`src/rtl/branch_pred_if.sv`:
```
// Fetch/EX signal bundle between the pipeline and the branch prediction controller.
// stat_* carry counters only when BRANCH_PRED_STATS_EN is defined, otherwise they read zero.
interface branch_pred_if;
    logic        if_valid;
    logic [31:0] if_pc;
    logic [31:0] if_target;
    logic        pred_taken;
    logic [31:0] pred_pc;
    logic        fetch_stall;
    logic        ex_valid;
    logic [31:0] ex_pc;
    logic [31:0] ex_target;
    logic [2:0]  ex_funct3;
    logic        brun;
    logic        brlt;
    logic        breq;
    logic        flush;
    logic [31:0] redirect_pc;
    logic        order_err;
    logic [31:0] stat_branches;
    logic [31:0] stat_mispredicts;

    modport master (
        output if_valid, if_pc, if_target, ex_valid, ex_pc, ex_target, ex_funct3, brlt, breq,
        input  pred_taken, pred_pc, fetch_stall, brun, flush, redirect_pc, order_err,
               stat_branches, stat_mispredicts
    );

    modport slave (
        input  if_valid, if_pc, if_target, ex_valid, ex_pc, ex_target, ex_funct3, brlt, breq,
        output pred_taken, pred_pc, fetch_stall, brun, flush, redirect_pc, order_err,
               stat_branches, stat_mispredicts
    );
endinterface

```
`src/rtl/branch_pred_ctrl.sv`:
```
// Branch predictor (2-bit BHT + in-order prediction FIFO) and EX-stage resolution/flush logic.
// Optional feature macro: BRANCH_PRED_STATS_EN enables the branch/mispredict statistic counters.
module branch_pred_ctrl #(
    parameter int unsigned BHT_IDX_BITS = 6,
    parameter int unsigned FIFO_DEPTH   = 4,
    parameter logic [1:0]  CTR_RESET    = 2'b01
) (
    input logic         clk,
    input logic         rst_n,
    branch_pred_if.slave bus
);
    localparam int unsigned PtrW    = $clog2(FIFO_DEPTH);
    localparam int unsigned CntW    = PtrW + 1;
    localparam int unsigned BhtSize = 1 << BHT_IDX_BITS;

    typedef struct packed {
        logic [31:0]             pc;
        logic                    pred;
        logic [BHT_IDX_BITS-1:0] idx;
    } entry_t;

    entry_t          fifo_q [FIFO_DEPTH];
    logic [1:0]      bht_q  [BhtSize];
    logic [PtrW-1:0] rd_q, wr_q;
    logic [CntW-1:0] cnt_q;
    logic            order_err_q;

    logic [BHT_IDX_BITS-1:0] if_idx;
    logic                    full, empty, push, pop;
    logic                    actual, head_pred, order_set;
    logic [1:0]              ctr_cur, ctr_next;
    entry_t                  head;

    always_comb begin
        if_idx          = bus.if_pc[BHT_IDX_BITS+1:2];
        full            = (cnt_q == CntW'(FIFO_DEPTH));
        empty           = (cnt_q == '0);
        head            = fifo_q[rd_q];
        // Fetch reads the pre-write counter even if EX trains the same entry this cycle.
        bus.pred_taken  = bus.if_valid & bht_q[if_idx][1];
        bus.pred_pc     = bus.pred_taken ? bus.if_target : bus.if_pc + 32'd4;
        bus.fetch_stall = full & ~bus.ex_valid;
        bus.brun        = bus.ex_funct3[1];

        case (bus.ex_funct3)
            3'b000:         actual = bus.breq;
            3'b001:         actual = ~bus.breq;
            3'b100, 3'b110: actual = bus.brlt;
            3'b101, 3'b111: actual = ~bus.brlt;
            default:        actual = 1'b0;
        endcase

        head_pred       = ~empty & head.pred;
        bus.flush       = bus.ex_valid & (actual != head_pred);
        bus.redirect_pc = '0;
        if (bus.flush) begin
            bus.redirect_pc = actual ? bus.ex_target : bus.ex_pc + 32'd4;
        end

        push      = bus.if_valid & ~bus.fetch_stall & ~bus.flush;
        pop       = bus.ex_valid & ~empty;
        order_set = bus.ex_valid & (empty | (head.pc != bus.ex_pc));

        ctr_cur  = bht_q[head.idx];
        ctr_next = ctr_cur;
        if (actual) begin
            if (ctr_cur != 2'b11) ctr_next = ctr_cur + 2'b01;
        end else begin
            if (ctr_cur != 2'b00) ctr_next = ctr_cur - 2'b01;
        end
        bus.order_err = order_err_q;
    end

    always_ff @(posedge clk) begin
        if (!rst_n) begin
            rd_q        <= '0;
            wr_q        <= '0;
            cnt_q       <= '0;
            order_err_q <= 1'b0;
            for (int i = 0; i < BhtSize; i++) begin
                bht_q[i] <= CTR_RESET;
            end
        end else begin
            if (bus.flush) begin
                rd_q  <= '0;
                wr_q  <= '0;
                cnt_q <= '0;
            end else begin
                if (push) begin
                    fifo_q[wr_q] <= '{pc: bus.if_pc, pred: bus.pred_taken, idx: if_idx};
                    wr_q         <= wr_q + PtrW'(1);
                end
                if (pop) begin
                    rd_q <= rd_q + PtrW'(1);
                end
                case ({push, pop})
                    2'b10:   cnt_q <= cnt_q + CntW'(1);
                    2'b01:   cnt_q <= cnt_q - CntW'(1);
                    default: cnt_q <= cnt_q;
                endcase
            end
            // Training needs a real head entry; an orphan EX branch has no index to train.
            if (pop) begin
                bht_q[head.idx] <= ctr_next;
            end
            if (order_set) begin
                order_err_q <= 1'b1;
            end
        end
    end

`ifdef BRANCH_PRED_STATS_EN
    logic [31:0] stat_br_q, stat_mis_q;

    always_ff @(posedge clk) begin
        if (!rst_n) begin
            stat_br_q  <= '0;
            stat_mis_q <= '0;
        end else begin
            if (bus.ex_valid) stat_br_q  <= stat_br_q + 32'd1;
            if (bus.flush)    stat_mis_q <= stat_mis_q + 32'd1;
        end
    end

    assign bus.stat_branches    = stat_br_q;
    assign bus.stat_mispredicts = stat_mis_q;
`else
    assign bus.stat_branches    = 32'd0;
    assign bus.stat_mispredicts = 32'd0;
`endif
endmodule

```
`src/flat_wrapper.sv`:
```
// flat-port wrapper written by rule: the top's interface ports become plain ports
module branch_pred_ctrl_flat 
#(
    parameter int unsigned BHT_IDX_BITS = 6,
    parameter int unsigned FIFO_DEPTH   = 4,
    parameter logic [1:0]  CTR_RESET    = 2'b01
)
  (clk, rst_n, bus_if_valid, bus_if_pc, bus_if_target, bus_ex_valid, bus_ex_pc, bus_ex_target, bus_ex_funct3, bus_brlt, bus_breq, bus_pred_taken, bus_pred_pc, bus_fetch_stall, bus_brun, bus_flush, bus_redirect_pc, bus_order_err, bus_stat_branches, bus_stat_mispredicts);
  branch_pred_if bus_i ();
  input logic clk;
  input logic rst_n;
  input wire logic [$bits(bus_i.if_valid)-1:0] bus_if_valid;
  input wire logic [$bits(bus_i.if_pc)-1:0] bus_if_pc;
  input wire logic [$bits(bus_i.if_target)-1:0] bus_if_target;
  input wire logic [$bits(bus_i.ex_valid)-1:0] bus_ex_valid;
  input wire logic [$bits(bus_i.ex_pc)-1:0] bus_ex_pc;
  input wire logic [$bits(bus_i.ex_target)-1:0] bus_ex_target;
  input wire logic [$bits(bus_i.ex_funct3)-1:0] bus_ex_funct3;
  input wire logic [$bits(bus_i.brlt)-1:0] bus_brlt;
  input wire logic [$bits(bus_i.breq)-1:0] bus_breq;
  output wire logic [$bits(bus_i.pred_taken)-1:0] bus_pred_taken;
  output wire logic [$bits(bus_i.pred_pc)-1:0] bus_pred_pc;
  output wire logic [$bits(bus_i.fetch_stall)-1:0] bus_fetch_stall;
  output wire logic [$bits(bus_i.brun)-1:0] bus_brun;
  output wire logic [$bits(bus_i.flush)-1:0] bus_flush;
  output wire logic [$bits(bus_i.redirect_pc)-1:0] bus_redirect_pc;
  output wire logic [$bits(bus_i.order_err)-1:0] bus_order_err;
  output wire logic [$bits(bus_i.stat_branches)-1:0] bus_stat_branches;
  output wire logic [$bits(bus_i.stat_mispredicts)-1:0] bus_stat_mispredicts;
  assign bus_i.if_valid = bus_if_valid;
  assign bus_i.if_pc = bus_if_pc;
  assign bus_i.if_target = bus_if_target;
  assign bus_i.ex_valid = bus_ex_valid;
  assign bus_i.ex_pc = bus_ex_pc;
  assign bus_i.ex_target = bus_ex_target;
  assign bus_i.ex_funct3 = bus_ex_funct3;
  assign bus_i.brlt = bus_brlt;
  assign bus_i.breq = bus_breq;
  assign bus_pred_taken = bus_i.pred_taken;
  assign bus_pred_pc = bus_i.pred_pc;
  assign bus_fetch_stall = bus_i.fetch_stall;
  assign bus_brun = bus_i.brun;
  assign bus_flush = bus_i.flush;
  assign bus_redirect_pc = bus_i.redirect_pc;
  assign bus_order_err = bus_i.order_err;
  assign bus_stat_branches = bus_i.stat_branches;
  assign bus_stat_mispredicts = bus_i.stat_mispredicts;
  branch_pred_ctrl #(.BHT_IDX_BITS(BHT_IDX_BITS), .FIFO_DEPTH(FIFO_DEPTH), .CTR_RESET(CTR_RESET)) u_core (.clk(clk), .rst_n(rst_n), .bus(bus_i));
endmodule
```
`config.mk`:
```
export PLATFORM = sky130hd
export DESIGN_NAME = branch_pred_ctrl_flat
export DESIGN_NICKNAME = d
export VERILOG_FILES = /design/src/rtl/branch_pred_if.sv /design/src/rtl/branch_pred_ctrl.sv /design/src/flat_wrapper.sv
export SDC_FILE = /design/constraint.sdc
export NUM_CORES = 1
export LEC_CHECK = 0
export CORE_ASPECT_RATIO = 2
export CORE_UTILIZATION = 45
export DETAILED_ROUTE_END_ITERATION = 8
export PLACE_DENSITY = 0.81
export SLEW_MARGIN = 30
export SYNTH_ARGS = -nofsm -noshare
export SYNTH_HDL_FRONTEND = slang
export SYNTH_SLANG_ARGS = --single-unit
```
`constraint.sdc`:
```
create_clock -name clk -period 3.9 [get_ports clk]
set_input_delay 0.585 -clock clk [delete_from_list [all_inputs] [get_ports clk]]
set_output_delay 0.585 -clock clk [all_outputs]
set_load 0.02 [all_outputs]
```
**After elaboration in Yosys (flattened, before gate mapping)**

Memories as Yosys holds them, arrays and structs flattened. A register that Yosys moved wholly into a read port is not among the register bits.
Index checks and enable logic that the tools add are counted.
W data, S select, Z words.

- Input port bits: 137
- Bits in registers: 8
- Logic and storage cells: 70
- Memory bits (writable): 284
- Bits in read-only memories: 0
- Output and inout port bits: 133
- Memories: 2
- Bits in latches: 0

- $add $sub $neg: 8
- Bitwise gates (word level): 16
- Div/mod/pow operators: 0
- Shift-type cells: 0
- Reduce and logical (&&, ||, !) cells: 8
- Multiplexer cells: 21
- Multiply operators: 0
- $lt $le $gt $ge: 0
- Equality and inequality tests: 11

Memories:

| memory | depth | width | read ports | clocked after Yosys merged registers in | wr ports | line | source |
|---|---|---|---|---|---|---|---|
| u_core.fifo_q | 4 | 39 | 1 | 1 | 1 | branch_pred_ctrl.sv:22 | `entry_t fifo_q [FIFO_DEPTH];` |
| u_core.bht_q | 64 | 2 | 2 | 0 | 64 | branch_pred_ctrl.sv:23 | `logic [1:0] bht_q [BhtSize];` |

Operator list:

| kind | count |
|---|---|
| $mux W32 | 3 |
| $add A32 B3 Y32 const B | 2 |
| $ne A32 B32 Y1 | 1 |
| $eq A3 B3 Y1 const B | 5 |
| $mux W2 | 6 |
| $mux W1 | 9 |
| $and A1 B1 Y1 | 8 |
| $reduce_or A2 Y1 | 4 |
| $not A1 Y1 | 7 |
| $add A2 B1 Y2 const B | 3 |
| $logic_not A3 Y1 | 2 |
| $mux W6 | 1 |
| $pmux W3 S2 | 1 |
| $pmux W1 S4 | 1 |
| $reduce_bool A2 Y1 | 2 |
| $add A3 B1 Y3 const B | 1 |
| $eq A3 B1 Y1 const B | 1 |
| $sub A3 B1 Y3 const B | 1 |
| $eq A2 B1 Y1 const B | 1 |
| $eq A2 B2 Y1 const B | 1 |
| $ne A2 B2 Y1 const B | 1 |
| $sub A2 B1 Y2 const B | 1 |
| $ne A1 B1 Y1 | 1 |
| $or A1 B1 Y1 | 1 |

**Longest topological paths before layout**

Gate-level depths: netlist of the first run.

- Depth after elaboration: 11
- Mapped depth: 16
- Depth with buffers taken out: 13

**Worst setup path before layout of the first run**

No wires, ideal clock.

- Path type: input -> output
- Start point: in bus_if_pc[2]
- End point: out bus_pred_pc[0]
- Required time: 3.315 ns
- Buffers on the path: 3
- Stages on the path: 11
- Slack: -0.176 ns
- Arrival time: 3.491 ns
- Cells stage by stage: buf_2 -> clkbuf_1 -> mux4_2 -> mux4_2 -> mux2i_1 -> nand2_1 -> o211ai_1 -> clkbuf_1 -> inv_1 -> nand2_1 -> nand2_1

- Longest elaborated chain between the ends: 3

Ends and longest elaborated chain:

| what | line | source |
|---|---|---|
| start: declaration | flat_wrapper.sv:13 | `input wire logic [$bits(bus_i.if_pc)-1:0] bus_if_pc;` |
| $mem_v2 Z64 W2 | n/a |  |
| $and A1 B1 Y1 | branch_pred_ctrl.sv:40 | `bus.pred_taken = bus.if_valid & bht_q[if_idx][1];` |
| via bus_pred_taken | flat_wrapper.sv:21 | `output wire logic [$bits(bus_i.pred_taken)-1:0] bus_pred_taken;` |
| $mux W32 | branch_pred_ctrl.sv:41 | `bus.pred_pc = bus.pred_taken ? bus.if_target : bus.if_pc + 32'd4;` |
| end: declaration | flat_wrapper.sv:22 | `output wire logic [$bits(bus_i.pred_pc)-1:0] bus_pred_pc;` |

The timed path passes the listed nets, and every way through them passes these cells.

**Worst setup path in the final report of the first run**

- Start point: in bus_ex_pc[5]
- End point: out bus_redirect_pc[25]

- Longest elaborated chain between the ends: 3

Ends and longest elaborated chain:

| what | line | source |
|---|---|---|
| start: declaration | flat_wrapper.sv:16 | `input wire logic [$bits(bus_i.ex_pc)-1:0] bus_ex_pc;` |
| $add A32 B3 Y32 | branch_pred_ctrl.sv:57 | `bus.redirect_pc = actual ? bus.ex_target : bus.ex_pc + 32'd4;` |
| $mux W32 | branch_pred_ctrl.sv:57 |  |
| $mux W32 | branch_pred_ctrl.sv:56 | `if (bus.flush) begin` |
| end: declaration | flat_wrapper.sv:26 | `output wire logic [$bits(bus_i.redirect_pc)-1:0] bus_redirect_pc;` |

Every way passes these cells.

==> impl_metrics.tcl, run 1 <==
set metrics [dict create \
    wl_mm 49.0 \
    vias_per_cell 5.81 \
    synthDistinctLibCells 59 \
    tritoncts "done" \
    io_pins 270 \
    place_area_um2 18300 \
    hold_viol_final 0 \
    skew_ps 19.0 \
    dp_hpwl_mm 36.1 \
    fin_crit_sh_pct 98.1 \
    clock_latency_ps 540 \
    critPathMaxFanout 6 \
    drtPass1Iterations 7 \
    finalSetupViolCount 0 \
    initialDrtViolationCount 958 \
    cp_slowest_cell "clkdlybuf4s50_1" \
    mostFrequentLayoutCell "edfxtp_1" \
    synth_flop_cell "edfxtp_1" \
    ant_nets 0 \
    reg2reg_setup_slack_ps 80 \
    min_period_ps 3830 \
    max_stage_delay_ps 490 \
    cp.required_ps 3310 \
    root_buffer "clkbuf_16" \
    maxSlewViolCount 0 \
    cp_common_cell "and3_1" \
    wl_per_cell_um 24.2 \
    p_leak_nw 6.67 \
    crit_arrival_ps 3240 \
    max_freq_ghz 0.261 \
    syn_area_um2 15500 \
    htree_levels 1 \
    cts_made_buffers 21 \
    io_buffers 205 \
    hp-start "rst_n" \
    dieArea_um2 35200 \
    start_kind "primary input" \
    die_y_um 264 \
    core-area_um2 33800 \
    grt_max_degree 64 \
    clk_pin_slew_worst_paths_ps 70 \
    rows 95 \
    yosys_warnings 0 \
    ys_seq_area_share_pct 51.8 \
    worstMarginPinSlew_ps 688 \
    grt_use_total_pct 28.0 \
    rr_endpoint "u_core.bht_q[12][0]$_SDFFCE_PN1P_" \
    num-fill-cells 2661 \
    ys_ff_latch 270 \
    syn_inst 1309 \
    total_power_mw 8.52 \
    syn2layout_area_growth_pct 23.4 \
    drive_above_1_share_pct 21.2 \
    clk_path_buf_depth 3 \
    slew_headroom_pct 53.7 \
    cts.sinks 270 \
    critPathKind "in2out" \
    finalWeightedCongestion 0.995 \
    cp-end-kind "output pin" \
    grt_first_pass_wirelength_mm 72.4 \
    hold_end "u_core.bus.order_err$_SDFFE_PN0P_" \
    crit_chain "clkdlybuf4s50_1, and3_1, and3_1, nand3_1, or2_2, nor2_2, buf_4, nand2_1, or3_1, a311oi_2, buf_2" \
    antenna_found_initial 2 \
    vdd.ir_drop.worst_mv 0.262 \
    hold_path_class "in2reg" \
    maxCapViolCount 0 \
    route.detailed.drc 0 \
    mostFrequentLayoutCells "edfxtp_1, nand2_1, clkdlybuf4s50_1, buf_4, nor2_1" \
    synth_edf_count 260 \
    fin_area_um2 19100 \
    layout.nets 1717 \
    status "completed" \
    overflow 0 \
    start_util_pct 45.8 \
    powerDensity_nw_per_um2 446 \
    async_flop_share_pct 0 \
    holdPathStages 2 \
    r2r.worst_path.cells 12 \
    grt_pass1_vias 12235 \
    die_x_um 133 \
    vias 11752 \
    syn_avg_cell_area_um2 11.8 \
]
## critical path, delay by kind of cell
kind / cells / cell delay, ps
and+or+nand+nor: 7 / 1500
buffers and inverters: 3 / 850
AOI/OAI and AO/OA: 1 / 300
## report_power, final
part	switching, mW	internal [mW]
registers	0.0717	3.28
logic	1.83	1.09
clock network	1.02	1.22
total	2.92	5.59
## cell usage after synthesis, types with 10 or more instances
cell type	n	area share, %
o22ai_1	22	0.89
dfxtp_1	10	1.3
nor2b_1	12	0.49
clkbuf_1	57	1.4
o21ai_0	17	0.55
nor2_1	104	2.5
nand4_1	11	0.44
nor2_4	60	4.4
edfxtp_1	260	50
mux2_2	12	0.87
xnor2_1	40	2.3
nand2b_1	11	0.44
o211ai_1	12	0.58
and3_1	12	0.49
nand2_1	182	4.4
a21oi_1	35	1.1
a211oi_1	28	1.4
buf_6	17	1.2
buf_4	71	3.4
xor2_1	50	2.8
nand3_1	93	3.0
nor3_1	12	0.39
o221ai_1	11	0.62
inv_1	13	0.32
mux4_2	58	8.4
mux2i_1	15	0.97
## layer usage
layer	GRT usage, %	up-vias	wire [um]
met5	0	-	12
met4	27.9	2	5470
met3	4.95	239	3390
met2	52.2	712	26600
met1	23.9	5618	13600
li1	-	5181	-
## repair_timing
| item | in CTS | in global routing |
|---|---|---|
| endpoints found under the hold margin | 0 | 0 |
| resized for setup | 66 | 71 |
| endpoints found under the setup margin | 45 | 178 |
| gates cloned | 3 | 0 |
| pin swaps | 0 | 0 |
| hold buffers | 0 | 0 |
| setup buffers | 0 | 3 |
## final cells by class
type	instances	area, um^2	share of cell area, %
inverter	13	48.8	0.256
sequential	270	8010	41.9
timing repair buffer	338	3210	16.8
tap	436	546	2.86
clock inverter	9	124	0.649
clock buffer	29	566	2.96
multi-input combinational	928	6590	34.5
antenna	1	2.50	0.0131
## how the worst max path moves through the flow
stage / startpoint / endpoint / slack (ps) / cells past startpoint
after floorplan: bus_if_pc[2] / bus_pred_pc[0] / 10 / 11
after global placement: bus_if_pc[2] / bus_pred_pc[2] / -490 / 12
after detailed placement: bus_if_pc[2] / bus_pred_pc[24] / -580 / 12
after CTS: bus_ex_pc[2] / bus_redirect_pc[26] / 4 / 11
after global routing: flop / bus_redirect_pc[4] / -60 / 8
final: bus_ex_pc[5] / bus_redirect_pc[25] / 70 / 11
## stage by stage
stage / setup slack (ps) / cells / setup TNS [ps] / utilization [%] / hold WS, ps
global route: -64.9 / 2024 / -1140 / 56.6 / 484
floorplan: 14.6 / 1372 / 0 / - / 485
CTS: 4.15 / 2020 / 0 / 56.4 / 470
detailed placement: -579 / 1979 / -18160 / 54.2 / 488
global placement: -486 / 1979 / -16140 / 54.2 / 482
finish: 74.9 / 2024 / 0 / 56.6 / 486
## kinds of logic after synthesis
family	Yosys count	share of synthesized area (%)
AOI/OAI and AO/OA	149	6.44
xor gates and xnor gates	90	5.10
adders and majority gates	10	0.841
buffers and inverters	174	7.47
DFF	270	51.8
muxes	85	10.3
other	1	0.0242
and+or+nand+nor	530	18.1
## flip-flops by register name, summed over array words and instances, names as in the netlist, named ones only
name / count
u_core.wr_q: 2
u_core.bht_q: 128
u_core.bus.order_err: 1
u_core.cnt_q: 3
u_core.fifo_q: 132
u_core.rd_q: 2
(Power assumes the default switching activity.)
==> run 2, diff against run 1 <==
==> constraint.sdc (replaced) <==
create_clock -name clk -period 3.9 [get_ports clk]
set_input_delay 0.585 -clock clk [delete_from_list [all_inputs] [get_ports clk]]
set_output_delay 0.585 -clock clk [all_outputs]
set_load 0.01 [all_outputs]
==> impl_metrics.tcl, run 2 (synthesized netlist as in run 1, its figures left out) <==
set metrics [dict create \
    maxCapViolCount 0 \
    htree_levels 1 \
    syn2layout_area_growth_pct 23.8 \
    largest_register "u_core.fifo_q" \
    start_util_pct 45.8 \
    max_freq_ghz 0.260 \
    die_y_um 264 \
    status "completed" \
    ant_nets 0 \
    min_period_ps 3850 \
    wl_mm 49.6 \
    route.detailed.drc 0 \
    layout.nets 1710 \
    finalWeightedCongestion 1.00 \
    drive_above_1_share_pct 21.2 \
    worstMarginPinSlew_ps 598 \
    cp-end-kind "flop" \
    root_buffer "clkbuf_16" \
    final_util_pct 56.7 \
    grt_first_pass_wirelength_mm 72.6 \
    io_pins 270 \
    hp-start "bus_if_pc[2]" \
    powerDensity_nw_per_um2 447 \
    drtPass1Iterations 7 \
    fin_hold_ws_ps 477 \
    core-area_um2 33800 \
    cp.required_ps 4140 \
    cts_made_buffers 22 \
    overflow 0 \
    mostFrequentLayoutCell "edfxtp_1" \
    place_ws_ps -491 \
    largest_reg_flops 132 \
    holdBufCountCts 0 \
    grt_pass1_vias 12081 \
    critPathKind "reg2reg" \
    grt_max_degree 51 \
    critPathMaxFanout 44 \
    mostFrequentLayoutCells "edfxtp_1, nand2_1, clkdlybuf4s50_1, nor2_1, buf_4" \
    hold_path_class "in2reg" \
    clk_pin_slew_worst_paths_ps 70 \
    antenna_found_initial 1 \
    p_leak_nw 6.54 \
    finalSetupViolCount 0 \
    r2r.worst_path.cells 10 \
    vias_per_cell 5.89 \
    clock_latency_ps 540 \
    slew_headroom_pct 60.1 \
    die_x_um 133 \
    skew_ps 14.9 \
    start_kind "flop" \
    vdd.ir_drop.worst_mv 0.346 \
    cts.sinks 270 \
    rows 95 \
    initialDrtViolationCount 1094 \
    max_stage_delay_ps 570 \
    dieArea_um2 35200 \
    maxSlewViolCount 0 \
    crit_chain "mux4_2, buf_4, or2_2, o22ai_1, a221o_1, a2111o_1, and4bb_2, maj3_2, buf_12, nand3_1" \
    fin_crit_sh_pct 98.8 \
    crit_arrival_ps 4090 \
    wl_per_cell_um 24.6 \
    clk_path_buf_depth 3 \
    hold_viol_final 0 \
    timing.final.ws_setup_ps 47.3 \
    cp_slowest_cell "mux4_2" \
    reg_top3 "u_core.fifo_q x132, u_core.bht_q x128, u_core.cnt_q x3" \
    tritoncts "done" \
    vias 11896 \
    grt_use_total_pct 28.2 \
    holdPathStages 2 \
    io_buffers 205 \
    dp_hpwl_mm 36.0 \
]
run 2: final timing paths:
check	endpoint	slack [ps]
min reg2reg	u_core.bus.order_err$_SDFFE_PN0P_	510
min	u_core.fifo_q[0][9]$_DFFE_PP_	480
max reg2reg	u_core.bht_q[29][0]$_SDFFCE_PN1P_	50
max	u_core.bht_q[29][0]$_SDFFCE_PN1P_	50
run 2: where the power goes:
group          internal (mW)  switching, mW
logic                   1.09           1.73
registers               3.29         0.0778
clock network           1.34           1.04
total                   5.72           2.85
run 2: area by class of cell:
cell class	count	area, um^2
Inverter	13	48.8
Multi-Input combinational cell	928	6570
Clock buffer	25	583
Sequential cell	270	8010
Tap cell	436	546
Timing Repair Buffer	330	3210
Fill cell	2683	14600
Antenna cell	1	2.50
Clock inverter	15	176
run 2: per-layer routing:
layer | up-vias | wire length, um | track usage (%)
li1 | 5177 | - | -
met1 | 5766 | 14100 | 24.5
met2 | 726 | 26800 | 53.9
met3 | 227 | 3380 | 4.16
met4 | 0 | 5330 | 26.2
met5 | - | 0 | 0
run 2: through the flow:
stage	area, um^2	TNS [ps]	total power, mW	cells
finish	19100	0	8.57	2018
global route	19100	-443	8.81	2018
CTS	19200	0	8.53	2016
detailed placement	18300	-15100	6.14	1968
global placement	18300	-13280	6.08	1968
floorplan	15700	0	5.33	1372
run 2: worst max-delay path, delay by kind of cell, from the launching register on:
kind            cells  cell delay, ps
compound gates      3            1030
simple gates        3             660
buf+inv             2             610
mux                 1             570
flops               1             400
fa+ha+maj           1             230
run 2: repair_timing:
action	4_1_cts	5_1_grt
pin swaps	1	0
buffers inserted	2	1
resized for setup	54	71
cloned	6	0
setup endpoints to repair	62	145
==> edit (config.mk and constraints of run 2) <==
Add a define of `BRANCH_PRED_STATS_EN`.
--- a/src/rtl/branch_pred_ctrl.sv
+++ b/src/rtl/branch_pred_ctrl.sv
@@ -1,4 +1,6 @@
 // Branch predictor (2-bit BHT + in-order prediction FIFO) and EX-stage resolution/flush logic.
 // Optional feature macro: BRANCH_PRED_STATS_EN enables the branch/mispredict statistic counters.
+`define BRANCH_PRED_STATS_EN
+
 module branch_pred_ctrl #(
     parameter int unsigned BHT_IDX_BITS = 6,
Function: changed (Yosys sat finds a counterexample within 4 cycles, from zero or initial values and one cycle with rst_n low).
==> edit against run 2 <==
- the run now ends with setup timing left
- final area grew 17%
- global-route usage shrank 1.9 points
- count of clock-buffer cells in the layout grew 5
- fmax shrank 6.3%
- area after synthesis grew 11%
- routed wire length grew 7.4%
- sequential cell count grew 64
- power grew 10%
- worst setup slack lost 0.26 ns
- critical endpoint is now bus_pred_pc[25]
- largest power group unchanged
==> edit: results (changes against run 2) <==
[setup_path]
reg2reg_to = u_core.bht_q[61][1]  ; was u_core.bht_q[29][0]
arrival_ns = 3.52  ; was 4.09 ns
worst-path-max-fanout = 6  ; was 44
reg2reg_depth = 11  ; was 10
rrSetupSlack_ns = 0.10  ; was 0.05 ns

[yosys]
ys_seq_area_share_pct = 54.0  ; was 51.8%
yosys-top-cells-area = edfxtp_1, dfxtp_1, mux4_2  ; was edfxtp_1, mux4_2, nand2_1
yosysUniqueCellTypes = 54  ; was 59
synthTopCellsByCount = edfxtp_1, nand2_1, nor2_1  ; unchanged
synthCells = 1555  ; was 1309
postSynth.asyncResetShare_pct = 0  ; unchanged

[hold_path]
min_path_cells = 2  ; unchanged
hold_end = u_core.bus.stat_mispredicts[23]  ; was u_core.fifo_q[0][9]
hold_start = u_core.bus.stat_mispredicts[23]  ; was bus_if_pc[2]
hp-class = reg -> reg  ; was in -> reg

[status]
status = finished with violations  ; was completed
violations = setup timing

[pwr]
peakVddDrop_mv = 0.282  ; was 0.346 mV

[route]
wl_per_cell_um = 22.5  ; was 24.6 um
wl_met3_um = 4130  ; was 3380 um
wl_met2_um = 28500  ; was 26800 um
vias = 14191  ; was 11.9k
wl_met1_um = 16100  ; was 14100 um
firstDrtPassIters = 6  ; was 7

[timing]
fin_skew_ns = 0.0130  ; was 0.0149 ns
layout_setup_ws_ns = -0.210  ; was 0.0473 ns
relSlewSlack_pct = 40.5  ; was 60.1%
setup_viol_count_final = 33  ; was 0

[global_routing]
grt_overflow_total = 0  ; unchanged
grt_use_total_pct = 26.3  ; was 28.2%
grt_pass1_wl_um = 78300  ; was 72600 um
antenna_found_initial = 0  ; was 1

[clock_tree]
clock_latency_ns = 0.56  ; was 0.54 ns
clk_pin_slew_worst_paths_ns = 0.07  ; about the same
numCtsBuffers = 27  ; was 22

[placed_design]
place_congestion = 1.01  ; was 1.00
dp.cells = 2293  ; was 1968
port_buffers = 269  ; was 205
dp_hpwl_um = 36600  ; was 36000 um

[layout]
drive_gt1_share_pct = 18.9  ; was 21.2%
nNetsFinal = 2028  ; was 1710
largestRegisters = u_core.fifo_q: 132 flops, u_core.bht_q: 128 flops  ; was u_core.fifo_q: 132 flops, u_core.bht_q: 128 flops, u_core.cnt_q: 3 flops
n_fill_cell = 2788  ; was 2683
final_cell_count_no_fill = 2366  ; was 2018

==> edit: how the worst max path moves through the flow <==
stage                                   start               to  depth (start not counted)
final                     u_core.bht_q[27][1]  bus_pred_pc[25]                         11
after CTS                 u_core.bht_q[15][1]  bus_pred_pc[30]                         10
after floorplan                  bus_if_pc[2]  bus_pred_pc[15]                          8
after global routing      u_core.bht_q[27][1]  bus_pred_pc[31]                         11
after global placement           bus_if_pc[3]  bus_pred_pc[25]                         12
after detailed placement         bus_if_pc[3]  bus_pred_pc[25]                         12
==> edit: stage by stage <==
stage | setup TNS (ns) | hold slack, ns | worst slack [ns] | instance area (um^2)
2_1_floorplan | 0 | 0.485 | 0.00138 | 17200
3_3_place_gp | -13.73 | 0.477 | -0.465 | 20900
3_5_place_dp | -16.34 | 0.487 | -0.523 | 20900
4_1_cts | -1.64 | 0.489 | -0.189 | 22000
5_1_grt | -5.13 | 0.519 | -0.233 | 22400
6_report | -4.21 | 0.497 | -0.210 | 22400
==> edit: layout make-up <==
type	count	area, um^2	area share (%)
Multi-Input combinational cell	1101	7610	34.0
Timing Repair Buffer	402	3890	17.4
Clock inverter	20	225	1.01
Tap cell	463	579	2.59
Sequential cell	334	9290	41.6
Inverter	15	61.3	0.274
Clock buffer	30	697	3.12
Antenna cell	1	2.50	0.0112
==> edit: cells by family after synthesis <==
family / after synthesis / share of synthesized area (%)
AO/OA/AOI/OAI: 160 / 6.22
XOR/XNOR: 139 / 7.07
buffers and inverters: 120 / 3.42
adder cells (fa/ha/maj): 12 / 0.894
flip-flops: 334 / 54.0
multiplexers: 83 / 9.15
AND/OR/NAND/NOR: 707 / 19.3
==> edit: where the power goes <==
part	leakage (nW)	internal (mW)	switching [mW]
clock	0.440	1.57	1.32
combinational	4.36	1.06	1.49
sequential	2.89	3.94	0.0758
==> edit: timing repair <==
item / in CTS / in global routing
buffers inserted: 12 / 6
resized for setup: 179 / 78
setup endpoints to repair: 62 / 48
hold buffers: 0 / 0
gates cloned: 5 / 4
pin swaps: 3 / 11
==> edit: critical path, cell delays in order, from the launching register on <==
cell	delay [ns]
edfxtp_1	0.53
mux4_2	0.55
mux4_2	0.49
mux2_4	0.28
o211ai_1	0.26
buf_4	0.19
clkinvlp_4	0.12
buf_12	0.16
buf_12	0.14
nand2_2	0.07
nand2_2	0.06
buf_6	0.12
==> edit: metal layers <==
metal / up-vias / global-route usage [%]
li1: 6263 / -
met1: 6830 / 25.2
met2: 853 / 49.2
met3: 245 / 4.34
met4: 0 / 20.5
met5: - / 0
